**src/rtl/cvp14_pkg.sv**
```systemverilog
// cvp14_pkg -- shared definitions for the CVP14 vector load/store unit.
//
// Contents:
//   lsu_state_t : FSM state encoding of vector_lsu
//   OP_VLD/OP_VST : values of req_store selecting vector load / vector store
//   IDX_W       : width of the element counter
package cvp14_pkg;

    typedef enum logic [2:0] {
        ST_IDLE      = 3'd0,
        ST_LOAD      = 3'd1,
        ST_LOAD_TAIL = 3'd2,
        ST_STORE     = 3'd3,
        ST_DONE      = 3'd4
    } lsu_state_t;

    localparam logic OP_VLD = 1'b0;
    localparam logic OP_VST = 1'b1;

    localparam int IDX_W = 5;

endpackage

```
**src/rtl/vector_lsu.sv**
```systemverilog
// vector_lsu -- sequences a whole-vector load (VLD) or store (VST) onto a
// single-word memory port, one element per cycle.
//
// Ports:
//   Clk1        in   system clock, all state changes on posedge
//   Reset       in   synchronous, active-high reset
//   req_valid   in   request present from execute stage
//   req_ready   out  high only in IDLE; request accepted when valid & ready
//   req_store   in   OP_VST = store, OP_VLD = load
//   req_base    in   word address of element 0
//   req_data    in   store vector, element i in bits [ELEM_W*i +: ELEM_W]
//   done_valid  out  one-cycle completion pulse
//   done_data   out  last assembled load vector (held until next load ends)
//   Addr        out  memory word address
//   RD          out  memory read strobe
//   WR          out  memory write strobe
//   dataOut     out  memory write data
//   DataIn      in   memory read data, valid the cycle after the RD cycle
//
// Request handshake: a request transfers on a Clk1 posedge where req_valid
// and req_ready are both 1; req_store/req_base/req_data are captured at that
// edge. The requester holds req_valid until it sees req_ready; while busy
// req_valid is ignored.
//
// All outputs are registers loaded with the value belonging to the state
// being entered, so they never depend combinationally on DataIn.
module vector_lsu
    import cvp14_pkg::*;
#(
    parameter int NUM_ELEM = 16,
    parameter int ELEM_W   = 16
) (
    input  logic                       Clk1,
    input  logic                       Reset,
    input  logic                       req_valid,
    output logic                       req_ready,
    input  logic                       req_store,
    input  logic [15:0]                req_base,
    input  logic [NUM_ELEM*ELEM_W-1:0] req_data,
    output logic                       done_valid,
    output logic [NUM_ELEM*ELEM_W-1:0] done_data,
    output logic [15:0]                Addr,
    output logic                       RD,
    output logic                       WR,
    output logic [ELEM_W-1:0]          dataOut,
    input  logic [ELEM_W-1:0]          DataIn
);

    localparam int VEC_W = NUM_ELEM * ELEM_W;
    // The last element bypasses the assembly buffer straight into done_data.
    localparam int BUF_W = VEC_W - ELEM_W;
    localparam logic [IDX_W-1:0] LAST_IDX = IDX_W'(NUM_ELEM - 1);

    lsu_state_t         state;
    logic [IDX_W-1:0]   idx;
    logic [15:0]        base_q;
    logic [VEC_W-1:0]   st_data_q;
    logic [BUF_W-1:0]   ld_buf;

    logic [IDX_W-1:0]   idx_p1;
    logic [IDX_W-1:0]   idx_m1;

    assign idx_p1 = idx + 1'b1;
    assign idx_m1 = idx - 1'b1;

    always_ff @(posedge Clk1) begin
        if (Reset) begin
            state      <= ST_IDLE;
            idx        <= '0;
            base_q     <= '0;
            st_data_q  <= '0;
            ld_buf     <= '0;
            req_ready  <= 1'b1;
            done_valid <= 1'b0;
            done_data  <= '0;
            Addr       <= '0;
            RD         <= 1'b0;
            WR         <= 1'b0;
            dataOut    <= '0;
        end else begin
            case (state)
                ST_IDLE: begin
                    done_valid <= 1'b0;
                    // req_ready is always 1 here, so valid alone accepts.
                    if (req_valid) begin
                        base_q    <= req_base;
                        st_data_q <= req_data;
                        idx       <= '0;
                        req_ready <= 1'b0;
                        Addr      <= req_base;
                        if (req_store == OP_VST) begin
                            state   <= ST_STORE;
                            WR      <= 1'b1;
                            dataOut <= req_data[ELEM_W-1:0];
                        end else begin
                            state <= ST_LOAD;
                            RD    <= 1'b1;
                        end
                    end
                end

                ST_LOAD: begin
                    // DataIn now carries the word read for element idx-1.
                    if (idx != '0)
                        ld_buf[idx_m1*ELEM_W +: ELEM_W] <= DataIn;
                    if (idx == LAST_IDX) begin
                        state <= ST_LOAD_TAIL;
                        idx   <= '0;
                        RD    <= 1'b0;
                        Addr  <= '0;
                    end else begin
                        idx  <= idx_p1;
                        Addr <= base_q + 16'(idx_p1);
                    end
                end

                ST_LOAD_TAIL: begin
                    done_data  <= {DataIn, ld_buf};
                    done_valid <= 1'b1;
                    state      <= ST_DONE;
                end

                ST_STORE: begin
                    if (idx == LAST_IDX) begin
                        state      <= ST_DONE;
                        idx        <= '0;
                        done_valid <= 1'b1;
                        WR         <= 1'b0;
                        Addr       <= '0;
                        dataOut    <= '0;
                    end else begin
                        idx     <= idx_p1;
                        Addr    <= base_q + 16'(idx_p1);
                        dataOut <= st_data_q[idx_p1*ELEM_W +: ELEM_W];
                    end
                end

                ST_DONE: begin
                    done_valid <= 1'b0;
                    req_ready  <= 1'b1;
                    state      <= ST_IDLE;
                end

                default: begin
                    state      <= ST_IDLE;
                    idx        <= '0;
                    req_ready  <= 1'b1;
                    done_valid <= 1'b0;
                    Addr       <= '0;
                    RD         <= 1'b0;
                    WR         <= 1'b0;
                    dataOut    <= '0;
                end
            endcase
        end
    end

endmodule

```
**config.mk**
```make
export PLATFORM = sky130hd
export DESIGN_NAME = vector_lsu
export DESIGN_NICKNAME = d
export VERILOG_FILES = /design/src/rtl/cvp14_pkg.sv /design/src/rtl/vector_lsu.sv
export SDC_FILE = /design/constraint.sdc
export NUM_CORES = 2
export LEC_CHECK = 0
export CAP_MARGIN = 40
export CORE_MARGIN = 5
export CORE_UTILIZATION = 42
export CTS_CLUSTER_DIAMETER = 80
export DETAILED_ROUTE_END_ITERATION = 10
export PLACE_DENSITY = 0.67
export SYNTH_ARGS = -nofsm -noshare
export SYNTH_HDL_FRONTEND = slang
export SYNTH_SLANG_ARGS = --single-unit
```
**constraint.sdc**
```tcl
create_clock -name Clk1 -period 4.1 [get_ports Clk1]
set_clock_uncertainty 0.15 [all_clocks]
set_input_delay 1.025 -clock Clk1 [delete_from_list [all_inputs] [get_ports Clk1]]
set_output_delay 1.025 -clock Clk1 [all_outputs]
set_load 0.01 [all_outputs]
```
==> out/results.ini <==
[detailed_routing]
drtPass1Iterations = 6
wl_um = 103200
vias = 26840
post_drt_wl_per_cell_um = 20.28
vias_per_cell = 5.274
drc = 0
drt_iter0_markers = 2454
ant_nets = 0

[synth]
synth-edff-count = 0
yosys_warnings = 0
postSynthNetCount = 3914
synth_seq_area_share_pct = 52.02
synthCells = 3607
synth_area_mm2 = 0.03125
ys_async_sr_fraction_pct = 0
ys_ff_latch = 812
synth_ff_type = dfxtp_1
synth_cell_type_count = 60
avgSynthCellArea_um2 = 8.663

[die]
die_y_um = 282.8
core-area_mm2 = 0.07407
dieArea_mm2 = 0.07995
rows = 100
start_util_pct = 42.19
pin_count = 584
die_w_um = 282.8

[sta]
whs_ps = 283.2
setup_ws_ps = 645.0
drv_slew = 0
hold_violations = 0
finalSetupTns_ps = 0
fin_crit_sh_pct = 84.27
finalCriticalPeriod_ps = 3455
fmaxAchievable_mhz = 289.4
maxSlewHeadroom_pct = 28.80
grt_setup_unrepaired = false
tightest_slew_ps = 1068
setup_viol = 0

[place]
place_area_mm2 = 0.03782
dpl.hpwl_um = 71570
dp.cells = 4935
routabilityCongestion = 0.8099
pre_cts_slack_ps = 665.4
port-buffer-count = 583

[finish]
layout_common_cells = nand2_1, dfxtp_1, clkdlybuf4s50_1, a21oi_1, mux2i_1
nets = 4358
syn2layout_area_growth_pct = 29.83
layout.cells.non_filler = 5090
drive_gt1_share_pct = 6.969
layout.cells.most_common = nand2_1
stdcell_area_mm2 = 0.04057

[power_and_ir_drop]
ir_worst_vdd_mv = 0.2816
p_per_area_mw_per_mm2 = 432.1
p_leak_nw = 13.74

[setup_path]
cp.required_ps = 4420
crit_chain = inv_1 > ha_4 > inv_1 > fa_1 > nand2b_1 > a21oi_1 > o21ai_0 > xnor2_1 > a222oi_1 > nor3_1
path_buf_inv = 2
critPathMaxFanout = 20
setup.worst_path.class = flop to flop
crit_top_cell = inv_1
crit_family = adder cells
crit_arrival_ps = 3780
end_kind = flop
cp_slowest_cell = ha_4
cp-start-kind = flop
slowest_delay_ps = 570

[clocking]
cts_resized = 0
cts_setup_buffers = 0
h-tree-depth = 3
cts_buffers = 83
clock_sinks = 812
cts-root-buf = clkbuf_16
hold_buffers = 0
cts_tree = yes
path_clk_slew_ps = 70
insertion_delay_ps = 630
clk_path_buf_depth = 3

[global_routing]
grt_max_degree = 195
grt_usage_pct = 24.51
antenna_found_initial = 4
overflow = 0
gr-usage-met2_pct = 41.05
grt_use_met3_pct = 4.747
met1_usage_pct = 32.18
first_global_vias = 25250
grt-busiest-layer = met2
grt_pass1_wl_um = 153200

[run]
cap_violations = 0

[min_path]
worstHoldPathType = flop to flop

[status]
outcome = complete, no violations

[registers in the layout, indices dropped and copies added, names as in the netlist]
signal	count
ld_buf	240
WR	1
state	3
req_ready	1
idx	5
Addr	16
st_data_q	256
done_valid	1
base_q	16
RD	1
dataOut	16
done_data	256
[per-layer routing]
layer  vias up  share of wire, %  wire (um)
met5         -             0.015         15
met4         2               3.0       3055
met3       135               7.1       7318
met2       899                48      49390
met1     12870                42      43440
li1      12930                 -          -
[cell families (layout without fill, tap and decap cells)]
family / Yosys count / after routing / synth area share (%)
buffers and inverters: 287 / 798 / 3.856
flip-flops: 812 / 812 / 52.02
XOR/XNOR: 14 / 14 / 0.4405
multiplexers: 274 / 274 / 12.04
AND/OR/NAND/NOR: 1524 / 1524 / 19.32
other: 0 / 3 / 0
adder cells (fa/ha/maj): 15 / 15 / 0.6247
AO/OA/AOI/OAI: 681 / 681 / 11.70
[report_power, final]
group / switching [W] / internal, W / leakage (nW) / total [W]
clock network: 0.00320 / 0.00434 / 1.34 / 0.00754
registers: 0.000146 / 0.00811 / 6.58 / 0.00826
logic: 0.00102 / 0.000720 / 5.81 / 0.00174
[final cells by class]
cell class                      instances  area [um2]
Fill cell                            6725       33500
Sequential cell                       812       16260
Multi-Input combinational cell       2508       13880
Timing Repair Buffer                  633        6414
Clock buffer                          128        2447
Tap cell                              969        1212
Clock inverter                         24       290.3
Inverter                               13       56.30
Antenna cell                            3       7.507
[worst min-delay path, stage by stage, from the launching register on]
cell	delay [ps]
dfxtp_1	310
nand2_1	50
a21oi_1	50
[path summary, 6_finish.rpt]
path | slack (ps) | startpoint | cells after the start | to
worst max-delay path | 650 | idx[1] | 10 | Addr[6]
worst min-delay path | 280 | ld_buf[175] | 2 | done_data[175]
worst max register to register | 650 | idx[1] | 10 | Addr[6]
worst min register to register | 280 | ld_buf[175] | 2 | done_data[175]
[synth_stat cells (2+ instances only)]
library cell / count / area, um2
a211oi_1: 3 / 22.52
a21boi_0: 3 / 22.52
a21o_1: 3 / 22.52
a21oi_1: 555 / 2778
a221oi_1: 17 / 148.9
a222oi_1: 4 / 40.04
a22o_1: 2 / 17.52
a22oi_1: 23 / 172.7
a31oi_1: 2 / 12.51
a32oi_1: 3 / 26.28
and2_1: 4 / 25.02
and3_1: 4 / 25.02
and4_1: 2 / 17.52
buf_1: 7 / 26.28
buf_12: 3 / 60.06
buf_2: 12 / 60.06
buf_4: 13 / 97.59
buf_6: 2 / 22.52
clkbuf_1: 237 / 889.6
dfxtp_1: 812 / 16260
ha_1: 14 / 175.2
inv_1: 12 / 45.04
mux2i_1: 194 / 1942
mux4_1: 5 / 131.4
mux4_2: 75 / 1689
nand2_1: 1379 / 5176
nand2b_1: 6 / 37.54
nand3_1: 59 / 295.3
nand4_1: 3 / 18.77
nor2_1: 28 / 105.1
nor2_4: 9 / 101.4
nor2_8: 3 / 60.06
nor2b_1: 3 / 18.77
nor3_1: 12 / 60.06
nor4_1: 3 / 18.77
o2111ai_1: 3 / 26.28
o211ai_1: 5 / 37.54
o21ai_0: 50 / 250.2
o31a_1: 2 / 17.52
xnor2_1: 6 / 52.55
xor2_1: 6 / 52.55
[metrics by stage]
stage	total power [W]	utilization, %
finish	0.01753	54.77
global route	0.01813	54.76
global placement	0.01014	50.97
floorplan	0.009330	-
CTS	0.01764	54.76
detailed placement	0.01017	51.06
No activity file was read; power rests on OpenSTA's default activity.
